$ cat src/rtl/param_divider_pkg.sv
// Shared definitions for the iterative restoring divider.
// Contents: FSM state encoding and the iteration-counter width helper.
// No logic of its own; imported by the divider top.
package param_divider_pkg;

    typedef enum logic [1:0] {
        IDLE = 2'd0,
        BUSY = 2'd1,
        DONE = 2'd2
    } state_t;

    // Ceiling log2, used to size a counter that must hold the value WIDTH.
    function automatic int clog2(input int value);
        int r;
        r = 0;
        for (int i = 0; i < 31; i++) begin
            if ((1 << i) < value) begin
                r = i + 1;
            end
        end
        return r;
    endfunction

endpackage

$ cat src/rtl/param_divider_if.sv
// Start/ready handshake bundle between a requester and the divider.
// master: drives start, interrupt, signed_mode, operandA, operandB.
// slave:  drives quotient, remainder, ready, busy, exception, overflow.
interface param_divider_if #(
    parameter int WIDTH = 32
);
    logic             start;
    logic             interrupt;
    logic             signed_mode;
    logic [WIDTH-1:0] operandA;
    logic [WIDTH-1:0] operandB;
    logic [WIDTH-1:0] quotient;
    logic [WIDTH-1:0] remainder;
    logic             ready;
    logic             busy;
    logic             exception;
    logic             overflow;

    modport master (
        output start, interrupt, signed_mode, operandA, operandB,
        input  quotient, remainder, ready, busy, exception, overflow
    );

    modport slave (
        input  start, interrupt, signed_mode, operandA, operandB,
        output quotient, remainder, ready, busy, exception, overflow
    );

endinterface

$ cat src/rtl/param_divider_div_restore_step.sv
// One restoring-division iteration on magnitudes (purely combinational).
// Latency: 0 cycles. Backpressure: none, evaluated every cycle.
// Ports: rem/q/divisor in -> rem_next/q_next out (q shifts in the new bit).
module div_restore_step #(
    parameter int WIDTH = 32
) (
    input  logic [WIDTH-1:0] rem,
    input  logic [WIDTH-1:0] q,
    input  logic [WIDTH-1:0] divisor,
    output logic [WIDTH-1:0] rem_next,
    output logic [WIDTH-1:0] q_next
);

    logic [WIDTH:0] shifted;
    logic [WIDTH:0] diff;

    // rem < divisor always holds between steps, so the WIDTH+1 bit trial
    // difference never wraps: its MSB is a true sign bit.
    always_comb begin
        shifted = {rem, q[WIDTH-1]};
        diff    = shifted - {1'b0, divisor};
        if (!diff[WIDTH]) begin
            rem_next = diff[WIDTH-1:0];
            q_next   = {q[WIDTH-2:0], 1'b1};
        end else begin
            rem_next = shifted[WIDTH-1:0];
            q_next   = {q[WIDTH-2:0], 1'b0};
        end
    end

endmodule

$ cat src/rtl/param_divider.sv
// Iterative restoring divider, signed/unsigned, with remainder and flags.
// Latency: WIDTH+1 cycles start->ready (1 cycle for divide-by-zero).
// Backpressure: none; start restarts at any time, interrupt aborts BUSY.
// Ports: clk, reset (async active-high), bus (param_divider_if.slave).
module param_divider
    import param_divider_pkg::*;
#(
    parameter int WIDTH = 32
) (
    input  logic           clk,
    input  logic           reset,
    param_divider_if.slave bus
);

    localparam int               CW      = clog2(WIDTH + 1);
    localparam logic [WIDTH-1:0] MIN_VAL = {1'b1, {(WIDTH-1){1'b0}}};

    state_t           state;
    state_t           state_next;
    logic [CW-1:0]    cnt;
    logic [WIDTH-1:0] rem_reg;
    logic [WIDTH-1:0] quo_sr;
    logic [WIDTH-1:0] div_reg;
    logic             q_neg;
    logic             r_neg;
    logic             ovf_pend;

    logic             launch;
    logic             abort;
    logic             div_zero;
    logic             last;
    logic             a_neg;
    logic             b_neg;
    logic [WIDTH-1:0] a_abs;
    logic [WIDTH-1:0] b_abs;
    logic [WIDTH-1:0] rem_step;
    logic [WIDTH-1:0] q_step;

    // interrupt takes priority over a simultaneous start in every state.
    assign launch   = bus.start & ~bus.interrupt;
    assign abort    = bus.interrupt & (state == BUSY);
    assign div_zero = (div_reg == '0);
    assign last     = (cnt == CW'(WIDTH));

    // Negating MIN yields the MIN pattern, which read as unsigned is the
    // correct magnitude 2^(WIDTH-1).
    assign a_neg = bus.signed_mode & bus.operandA[WIDTH-1];
    assign b_neg = bus.signed_mode & bus.operandB[WIDTH-1];
    assign a_abs = a_neg ? -bus.operandA : bus.operandA;
    assign b_abs = b_neg ? -bus.operandB : bus.operandB;

    div_restore_step #(.WIDTH(WIDTH)) u_step (
        .rem      (rem_reg),
        .q        (quo_sr),
        .divisor  (div_reg),
        .rem_next (rem_step),
        .q_next   (q_step)
    );

    // State register.
    always_ff @(posedge clk or posedge reset) begin
        if (reset) begin
            state <= IDLE;
        end else begin
            state <= state_next;
        end
    end

    // Next-state logic.
    always_comb begin
        state_next = state;
        if (abort) begin
            state_next = IDLE;
        end else if (launch) begin
            state_next = BUSY;
        end else begin
            case (state)
                IDLE:    state_next = IDLE;
                BUSY:    if (div_zero || last) state_next = DONE;
                DONE:    state_next = DONE;
                default: state_next = IDLE;
            endcase
        end
    end

    // Status outputs decode directly from the registered state.
    always_comb begin
        bus.ready = 1'b0;
        bus.busy  = 1'b0;
        case (state)
            BUSY:    bus.busy  = 1'b1;
            DONE:    bus.ready = 1'b1;
            default: ;
        endcase
    end

    // Datapath: operand capture, iteration, sign correction.
    // signed_mode only matters through the captured signs and the MIN/-1
    // detection, so it is not stored separately.
    always_ff @(posedge clk or posedge reset) begin
        if (reset) begin
            cnt           <= '0;
            rem_reg       <= '0;
            quo_sr        <= '0;
            div_reg       <= '0;
            q_neg         <= 1'b0;
            r_neg         <= 1'b0;
            ovf_pend      <= 1'b0;
            bus.quotient  <= '0;
            bus.remainder <= '0;
            bus.exception <= 1'b0;
            bus.overflow  <= 1'b0;
        end else if (abort) begin
            // Drop the operation; visible results keep their old values.
        end else if (launch) begin
            div_reg       <= b_abs;
            quo_sr        <= a_abs;
            rem_reg       <= '0;
            cnt           <= '0;
            q_neg         <= a_neg ^ b_neg;
            r_neg         <= a_neg;
            ovf_pend      <= bus.signed_mode && (bus.operandA == MIN_VAL) &&
                             (bus.operandB == '1);
            bus.exception <= 1'b0;
            bus.overflow  <= 1'b0;
        end else if (state == BUSY) begin
            if (div_zero) begin
                // quo_sr still holds |A|; re-applying the sign restores A.
                bus.quotient  <= '0;
                bus.remainder <= r_neg ? -quo_sr : quo_sr;
                bus.exception <= 1'b1;
                bus.overflow  <= 1'b0;
            end else if (last) begin
                bus.quotient  <= q_neg ? -quo_sr : quo_sr;
                bus.remainder <= r_neg ? -rem_reg : rem_reg;
                bus.overflow  <= ovf_pend;
            end else begin
                rem_reg <= rem_step;
                quo_sr  <= q_step;
                cnt     <= cnt + 1'b1;
            end
        end
    end

endmodule

$ cat src/flat_wrapper.sv
// flat-port wrapper written by rule: the top's interface ports become plain ports
module param_divider_flat import param_divider_pkg::*;
#(
    parameter int WIDTH = 32
)
  (clk, reset, bus_start, bus_interrupt, bus_signed_mode, bus_operandA, bus_operandB, bus_quotient, bus_remainder, bus_ready, bus_busy, bus_exception, bus_overflow);
  param_divider_if #(.WIDTH(WIDTH)) bus_i ();
  input  logic clk;
  input  logic reset;
  input wire logic [$bits(bus_i.start)-1:0] bus_start;
  input wire logic [$bits(bus_i.interrupt)-1:0] bus_interrupt;
  input wire logic [$bits(bus_i.signed_mode)-1:0] bus_signed_mode;
  input wire logic [$bits(bus_i.operandA)-1:0] bus_operandA;
  input wire logic [$bits(bus_i.operandB)-1:0] bus_operandB;
  output wire logic [$bits(bus_i.quotient)-1:0] bus_quotient;
  output wire logic [$bits(bus_i.remainder)-1:0] bus_remainder;
  output wire logic [$bits(bus_i.ready)-1:0] bus_ready;
  output wire logic [$bits(bus_i.busy)-1:0] bus_busy;
  output wire logic [$bits(bus_i.exception)-1:0] bus_exception;
  output wire logic [$bits(bus_i.overflow)-1:0] bus_overflow;
  assign bus_i.start = bus_start;
  assign bus_i.interrupt = bus_interrupt;
  assign bus_i.signed_mode = bus_signed_mode;
  assign bus_i.operandA = bus_operandA;
  assign bus_i.operandB = bus_operandB;
  assign bus_quotient = bus_i.quotient;
  assign bus_remainder = bus_i.remainder;
  assign bus_ready = bus_i.ready;
  assign bus_busy = bus_i.busy;
  assign bus_exception = bus_i.exception;
  assign bus_overflow = bus_i.overflow;
  param_divider #(.WIDTH(WIDTH)) u_core (.clk(clk), .reset(reset), .bus(bus_i));
endmodule
$ cat config.mk
export PLATFORM = sky130hd
export DESIGN_NAME = param_divider_flat
export DESIGN_NICKNAME = d
export VERILOG_FILES = /design/src/rtl/param_divider_pkg.sv /design/src/rtl/param_divider_if.sv /design/src/rtl/param_divider_div_restore_step.sv /design/src/rtl/param_divider.sv /design/src/flat_wrapper.sv
export SDC_FILE = /design/constraint.sdc
export NUM_CORES = 1
export LEC_CHECK = 0
export BUFFER_PORTS_ARGS = -buffer_cell sky130_fd_sc_hd__buf_2
export CAP_MARGIN = 20
export CELL_PAD_IN_SITES_DETAIL_PLACEMENT = 1
export CELL_PAD_IN_SITES_GLOBAL_PLACEMENT = 1
export CORE_MARGIN = 1.5
export CORE_UTILIZATION = 46
export CTS_CLUSTER_SIZE = 14
export DETAILED_ROUTE_END_ITERATION = 10
export PLACE_DENSITY_LB_ADDON = 0.1
export SETUP_SLACK_MARGIN = 0.1
export SYNTH_ARGS = -nofsm -noshare
export SYNTH_HDL_FRONTEND = slang
export SYNTH_HIERARCHICAL = 1
export SYNTH_SLANG_ARGS = --single-unit
$ cat constraint.sdc
create_clock -name clk -period 7.3 [get_ports clk]
set_clock_uncertainty 0.15 [all_clocks]
set_input_delay 1.46 -clock clk [delete_from_list [all_inputs] [get_ports clk]]
set_output_delay 1.46 -clock clk [all_outputs]
set_load 0.1 [all_outputs]
==> summary.txt <==
Outcome
  • Outcome: complete, no violations

Floorplan
  • Io pins: 137
  • Initial Util: 0.470
  • DIE WIDTH: 169 um
  • Die Ht: 169 um
  • Core area: 27000 um2
  • Die ar.: 28600 um2
  • Row Count: 60

Global route
  • Total GRT Usage: 0.289
  • Largest net degree at the start of global routing: 89
  • Initial antenna violation count: 0
  • First-pass GRT wire length: 64.6 mm
  • Total congestion overflow: 0
  • Vias in the first global route: 11405

STA
  • Final setup TNS: 0 ps
  • Final hold viol count: 0
  • Fmax: 256 MHz
  • Minimum clock period: 3900 ps
  • Slew headroom: 0.280
  • Endpoints failing setup: 0
  • Period Utilization, post-route: 0.535
  • Worst-Margin Slew: 1080 ps
  • RSZ-0062 raised after global routing: no
  • Slew Viols, Final: 0

Logic synthesis
  • Compound-gate portion of the synthesized area: 0.216
  • Yosys warning count: 6
  • Main synth FF type: dfrtp_1
  • Cell taking the most area after synthesis: dfrtp_1
  • Simple-gate share of the synthesized area: 0.163
  • Share of the synthesized area in the top cell type: 0.341
  • Cell Area, Synth: 12700 um2
  • Area share of fa/ha/maj cells after synthesis: 0.0420
  • Area contributors post-synth: dfrtp_1 34%, xor2_1 7.2%, o21ai_0 6.0%
  • Largest family of logic cells by synthesized area: compound AO/OA/AOI/OAI gates
  • Syn_nets: 1554
  • Post-synthesis sequential area ratio: 0.341
  • XOR/XNOR Fraction of Synth Area: 0.121
  • EDFF count, synth: 0
  • Asr flop ratio synth: 1.00
  • #FFs+latches synth: 173
  • Cells after Synth: 1443
  • Mux share of post-synthesis cell area: 0.0493
  • Syn Area/Cell: 8.80 um2
  • Synth unique cells: 82

Final layout
  • Filler instances: 3201
  • Share of cells above drive strength 1: 0.162
  • Layout Area Growth over Synthesis: 9.47%
  • Fin area: 13900 um2
  • Commonest non-fill, non-tap cell in the layout: dfrtp_1
  • Most frequent cells in the layout: 172 x dfrtp_1, 167 x nand2_1, 152 x o21ai_0
  • Layout Nets: 1606
  • Antenna Cells: 0

Place
  • IO buf count: 136
  • Placed cell area: 13300 um2
  • HPWL Detailed: 29.8 mm
  • Placer Congestion: 0.867

Worst setup path
  • Critical path class: reg -> reg
  • Critical Path End Type: register
  • Critical path peak fanout: 24
  • CP required: 7470 ps
  • Reg-to-Reg End: u_core/rem_reg[25]
  • R2R Setup Slk: 3400 ps
  • CP startpoint: u_core/quo_sr[31]
  • WP data arrival: 4070 ps
  • Crit path launch type: register
  • Cells on worst reg2reg path: 14
  • CP endpoint: u_core/rem_reg[25]
  • Reg-to-reg startpoint: u_core/quo_sr[31]

Clock network
  • CTS Hold Bufs: 0
  • Clk_lat worst skew: 430 ps
  • Clock-pin slew on the worst setup and hold paths: 70 ps
  • Sink Count: 173
  • # resized after CTS: 0
  • CTS root buf: clkbuf_16
  • Setup Fix Bufs, Post-CTS: 0
  • H-tree levels: 4
  • CTS tree: built
  • CTS max path bufs: 2
  • Cts bufs inserted: 17

Detailed routing
  • First-pass DRT Iterations: 8
  • Routed length per placed instance: 21.9 um
  • Via count: 11225
  • Detail Route Antenna Nets: 0
  • Residual DRC: 0
  • Final wirelength: 40.6 mm
  • DRT iter0 DRCs: 922
  • Vias/cell: 6.07

Pwr
  • Power Dens Cells: 200 nW/um2
  • Leak: 6.34 nW
  • Worst VDD drop: 0.154 mV
  • Pwr Total: 2.79 mW

Worst hold path
  • Worst hold path type: reg -> reg
  • Hold path cells: 2

Flow run
  • Max-Cap Viols: 0
-- cell type report --
| cell class | count | area [um2] | share of cell area |
|---|---|---|---|
| well taps | 341 | 427 | 0.0307 |
| repair buffers | 151 | 807 | 0.0581 |
| clock inverters | 13 | 133 | 0.00954 |
| flip-flops and latches | 173 | 4330 | 0.312 |
| inverters | 58 | 230 | 0.0166 |
| clock buffers | 19 | 433 | 0.0312 |
| multi-input cells | 1094 | 7540 | 0.542 |
-- worst max-delay path, cell delays in order, from the launching register on --
cell and delay, ps:
dfrtp_1 480, inv_1 80, ha_1 230, fa_1 400, and2b_1 250, o2111ai_2 140, a21oi_2 230, o211ai_2 160
a211oi_4 290, nor2_4 90, mux2i_4 330, and2_4 310, inv_8 120, mux2_4 320, a22o_1 210
-- worst min path at each step --
stage | to | from
after detailed placement | u_core/q_neg | u_core/q_neg
after floorplan | u_core/ovf_pend | u_core/ovf_pend
after global placement | u_core/q_neg | u_core/q_neg
after CTS | u_core/q_neg | u_core/q_neg
after global routing | u_core/bus.quotient[27] | u_core/bus.quotient[27]
final | u_core/q_neg | u_core/q_neg
-- cell families (layout without fill, tap and decap cells) --
family	count (synthesis)	after routing
compound gates	418	418
xor+xnor	175	175
buf+inv	176	241
flops	173	173
mux	51	51
fa+ha+maj	42	42
simple gates	408	408
-- where the power goes --
group | internal [mW] | switching (mW)
clock network | 0.481 | 0.429
registers | 1.03 | 0.183
logic | 0.261 | 0.403
-- per-layer routing --
metal / share of wire / track usage / vias to the layer above / wire (um)
met1: 0.47 / 0.414 / 5625 / 19200
met3: 0.053 / 0.0388 / 25 / 2170
met2: 0.46 / 0.460 / 307 / 18600
met5: 0 / 0 / - / 0
li1: - / - / 5268 / -
met4: 0.013 / 0.0754 / 0 / 508
-- cell usage after synthesis, drive strengths merged (41+ instances only) --
library cell / count
a21oi: 56
buf: 55
clkbuf: 63
dfrtp: 173
ha: 41
inv: 58
nand2: 167
nor2: 55
o21ai: 159
o31ai: 51
xnor2: 70
xor2: 105
-- per-stage QoR --
stage	std cells	setup slack (ps)	utilization	hold WS, ps
after floorplan	1443	1000	-	300
after global placement	1815	3390	0.492	306
after detailed placement	1816	3300	0.493	311
after CTS	1848	3410	0.514	327
after global routing	1849	3200	0.514	352
final	1849	3400	0.514	323
Note: power is estimated with default switching activity, not from simulation.
